**config.mk**
```make
export PLATFORM = sky130hd
export DESIGN_NAME = sched_rr_arbiter
export DESIGN_NICKNAME = d
export VERILOG_FILES = /design/src/rtl/sched_rr_arbiter.sv
export SDC_FILE = /design/constraint.sdc
export NUM_CORES = 1
export LEC_CHECK = 0
export ABC_AREA = 1
export BUFFER_PORTS_ARGS = -buffer_cell sky130_fd_sc_hd__buf_4
export CELL_PAD_IN_SITES_DETAIL_PLACEMENT = 0
export CELL_PAD_IN_SITES_GLOBAL_PLACEMENT = 1
export CORE_MARGIN = 1.5
export CORE_UTILIZATION = 38
export CTS_BUF_LIST = sky130_fd_sc_hd__clkbuf_16
export DETAILED_ROUTE_END_ITERATION = 10
export PLACE_DENSITY_LB_ADDON = 0.1
export SYNTH_ARGS = -nofsm -noshare
export SYNTH_HDL_FRONTEND = slang
export SYNTH_SLANG_ARGS = --single-unit
```
**constraint.sdc**
```tcl
create_clock -name clk_i -period 3.65 [get_ports clk_i]
set_input_delay 0.73 -clock clk_i [delete_from_list [all_inputs] [get_ports clk_i]]
set_output_delay 0.73 -clock clk_i [all_outputs]
set_load 0.01 [all_outputs]
```
**src/rtl/sched_rr_arbiter.sv**
```systemverilog
// Round-robin arbiter with a registered one-hot/index grant and a valid/ready handshake.
// Optional grant locking is enabled by defining RR_ARB_LOCK_EN.
module sched_rr_arbiter #(
  parameter int unsigned N_REQ = 8,
  parameter int unsigned IDX_W = 3
) (
  input  logic             clk_i,
  input  logic             rst_i,
  input  logic [N_REQ-1:0] req_i,
  input  logic             lock_i,
  input  logic             gnt_ready_i,
  output logic             gnt_valid_o,
  output logic [N_REQ-1:0] gnt_oh_o,
  output logic [IDX_W-1:0] gnt_idx_o,
  output logic [IDX_W-1:0] ptr_o
);

  typedef enum logic [0:0] {StIdle, StPresent} state_e;

  localparam logic [IDX_W:0]   NReqW   = (IDX_W+1)'(N_REQ);
  localparam logic [IDX_W-1:0] LastIdx = IDX_W'(N_REQ - 1);

  state_e             state_q, state_d;
  logic [IDX_W-1:0]   ptr_q, ptr_d;
  logic [IDX_W-1:0]   idx_q, idx_d;
  logic [N_REQ-1:0]   oh_q, oh_d;
  logic [IDX_W-1:0]   next_ptr, base, win_idx;
  logic [N_REQ-1:0]   rot, win_oh;
  logic [2*N_REQ-1:0] dbl;
  logic [IDX_W:0]     off, sum;
  logic               hs, keep;

  assign hs       = (state_q == StPresent) && gnt_ready_i;
  assign next_ptr = (idx_q == LastIdx) ? '0 : idx_q + 1'b1;
  // On a handshake the search already uses the advanced pointer (1 grant/cycle).
  assign base     = hs ? next_ptr : ptr_q;

`ifdef RR_ARB_LOCK_EN
  assign keep = lock_i & req_i[idx_q];
`else
  logic unused_lock;
  assign unused_lock = lock_i;
  assign keep        = 1'b0;
`endif

  // Rotate requests so that bit 0 is the pointer position, then take the lowest set bit.
  always_comb begin
    dbl = {req_i, req_i} >> base;
    rot = dbl[N_REQ-1:0];
    off = '0;
    for (int i = N_REQ - 1; i >= 0; i--) begin
      if (rot[i]) off = (IDX_W+1)'(i);
    end
    sum = {1'b0, base} + off;
    if (sum >= NReqW) sum = sum - NReqW;
    win_idx = sum[IDX_W-1:0];
    win_oh  = '0;
    win_oh[win_idx] = 1'b1;
  end

  always_comb begin
    state_d = state_q;
    ptr_d   = ptr_q;
    idx_d   = idx_q;
    oh_d    = oh_q;
    unique case (state_q)
      StIdle: begin
        if (|req_i) begin
          state_d = StPresent;
          idx_d   = win_idx;
          oh_d    = win_oh;
        end
      end
      StPresent: begin
        if (hs) begin
          if (keep) begin
            ptr_d = ptr_q;
          end else if (|req_i) begin
            ptr_d = next_ptr;
            idx_d = win_idx;
            oh_d  = win_oh;
          end else begin
            ptr_d   = next_ptr;
            state_d = StIdle;
            idx_d   = '0;
            oh_d    = '0;
          end
        end
      end
      default: state_d = StIdle;
    endcase
  end

  always_ff @(posedge clk_i) begin
    if (rst_i) begin
      state_q <= StIdle;
      ptr_q   <= '0;
      idx_q   <= '0;
      oh_q    <= '0;
    end else begin
      state_q <= state_d;
      ptr_q   <= ptr_d;
      idx_q   <= idx_d;
      oh_q    <= oh_d;
    end
  end

  assign gnt_valid_o = (state_q == StPresent);
  assign gnt_oh_o    = oh_q;
  assign gnt_idx_o   = idx_q;
  assign ptr_o       = ptr_q;

endmodule

```
==> run summary <==
RePlAce Congestion - 0.8082
CTS resizes - 0
Yosys reg bits - 15
DP HPWL - 2499 microns
Power, Total - 0.7925 mW
Worst min path class - flip-flop to flip-flop
Post-route DRC - 0
Total Wirelength - 3113 microns
I/O pin count - 27
Gr ovfl total - 0
WS Path Type - primary input to flip-flop
CP arrival - 3540 ps
Achievable frequency - 0.2967 GHz
Post-synth top flop - dfxtp_1
Core box area - 3128 sq um
FFs w/ async S/R, synth - 0%
CP required - 3820 ps
Initial antenna violation count - 0
Synth Cell Area - 1276 sq um
Num CTS Buffers - 3
Critical Path Source Type - primary input
Slowest CP cell - o21ai_2
Nets - 243
Starting Density - 40.80%
GR Util All Layers - 18.40%
Crit-path cells - buf_4 -> nand2_4 -> o21ai_2 -> inv_2 -> nand3_1 -> nand2_1 -> nand2_1 -> a31oi_1 -> o21ai_0 -> nand2_1 -> a21boi_1 -> ha_1 -> inv_1 -> fa_1 -> xnor2_2 -> inv_1 -> nand3_4 -> nand2_4 -> nand3_1 -> a21oi_1
Synth top area cells - dfxtp_1 24%, nand2_1 15%, nand3_1 13%
Largest net degree at the start of global routing - 16
Seq/Total Area, Yosys - 23.53%
TNS Setup - 0 ps
Cells after synthesis - 188
RSZ-0062 raised after global routing - false
Hold Path Depth - 2
Outcome - complete, no violations
Placed Cells - 266
Setup Skew - 1.312 ps
Final Setup Violations - 0
CTS tree - done
Htree depth - 1
Post-synth EDFFs - 0
Cell family with most CP delay - compound AO/OA/AOI/OAI gates
Yosys top cell by area - dfxtp_1
Die width - 60.95 microns
Slowest Stage Delay on Critical Path - 430 ps
Root Driver - clkbuf_16
Synthesized area per cell - 6.788 sq um
ANT cells - 0
Clock Tree Buf Depth - 2
Vias - 1336
Library cells used by synthesis - 29
Max-slew violations - 0
Post-route insts no fill - 270
Number of global-route vias before repair - 1116
Sink Count - 15
Clock transition at the registers of the reported paths - 50 ps
Fin util - 53.44%
Die height - 60.95 microns
Setup bufs post-CTS - 0
Power Dens Cells - 474.1 nW/um^2
Max cap viols - 0
Worst skew pair latency - 240 ps
Hold Violations, Final - 0
Worst path depth - 20
Period utilization - 92.34%
First-pass GRT wire length - 5002 microns
Worst reg2reg path depth - 23
Crit path max fanout - 9
Die Area - 3715 sq um
Tightest Pin Transition - 505.9 ps
Layout cell share with drive strength beyond 1 - 33.19%
Rel. slew slack - 66.27%
Leak - 0.8340 nW
Area Growth Syn to Fin - 30.98%
DR vias/cell - 4.948
CTS Hold Bufs - 0
# fillers - 333
Final ANT Viol Nets - 0
Peak supply drop - 274.0 uV
Synth top area share - 23.53%
Most frequent CP cell - nand2_1
Commonest cells post-synth - 50 x nand2_1, 32 x nand3_1, 19 x inv_1
WP buf/inv - 4
DRT Pass-1 Iters - 4
Drt wl/cell - 11.53 microns
PortBufs - 25
Ys Warns - 0
Setup crit end kind - flip-flop
Most frequent cell after synthesis - nand2_1
Syn_nets - 204
Post-layout min period - 3370 ps
Row count - 20
DRT iter0 DRCs - 72
## placed cells by master (no fill, tap or decap), types with 2 or more instances in the layout
cell and n:
nand2_1 50, buf_4 40, nand3_1 32, inv_1 20, dfxtp_1 15, a21oi_1 13, nand3_2 8, nand2_2 7
nand2_4 5, nand4_1 5, nor2_1 4, ha_1 3, clkbuf_16 3, nor2_2 2, o21ai_2 2, inv_2 2
nor2_4 2, o21ai_0 2
## registers in the layout, indices dropped and copies added (netlist names)
signal	count
gnt_oh_o	8
gnt_idx_o	3
ptr_o	3
gnt_valid_o	1
## per-layer routing
metal / wire length [microns] / share of wire [%] / GRT usage (%)
met2: 1470 / 47 / 28.42
met4: 26 / 0.84 / 4.658
met3: 135 / 4.3 / 3.198
met1: 1480 / 48 / 26.55
met5: 0 / 0 / 0
## final timing paths
check | from | endpoint | slack [ps]
setup / recovery | gnt_ready_i | gnt_oh_o[3] | 280
hold / removal | gnt_oh_o[4] | gnt_oh_o[4] | 460
setup reg to reg | gnt_idx_o[1] | gnt_oh_o[3] | 280
hold reg to reg | gnt_oh_o[4] | gnt_oh_o[4] | 460
## area by class of cell
type / count / area, sq um / share of cell area [%]
Multi-Input combinational cell: 145 / 852.1 / 50.97
Sequential cell: 15 / 300.3 / 17.96
Timing Repair Buffer: 40 / 300.3 / 17.96
Inverter: 22 / 85.08 / 5.090
Clock buffer: 3 / 75.07 / 4.491
Tap cell: 44 / 55.05 / 3.293
Clock inverter: 1 / 3.754 / 0.2246
## power by group
group	total [mW]	switching, mW	leakage, nW	internal [mW]
Sequential	0.201	0.0148	0.123	0.186
Clock	0.211	0.0664	0.0423	0.145
Combinational	0.380	0.219	0.669	0.161
Total	0.793	0.300	0.834	0.493
## cells by family (layout without fill, tap and decap cells)
kind of cell / after synthesis / in the layout / share of synthesized area (%)
AND/OR/NAND/NOR: 120 / 120 / 51.18
buffers and inverters: 28 / 66 / 11.18
AO/OA/AOI/OAI: 20 / 20 / 8.922
flip-flops: 15 / 15 / 23.53
adder cells (fa/ha/maj): 4 / 4 / 4.510
XOR/XNOR: 1 / 1 / 0.6864
## per-stage QoR
step	cell area, sq um	worst slack [ps]	hold slack, ps
after detailed placement	1574	-42.93	456.4
after floorplan	1276	388.2	481.5
after global routing	1672	30.51	473.8
final	1672	279.7	460.6
after global placement	1574	40.80	452.9
after CTS	1653	159.5	464.2
## tightest hold or removal path, delay by kind of cell (launching register included)
kind / cells / cell delay (ps)
AND/OR/NAND/NOR: 1 / 60
AO/OA/AOI/OAI: 1 / 50
flip-flops: 1 / 300
No activity file was read; power rests on OpenSTA's default activity.
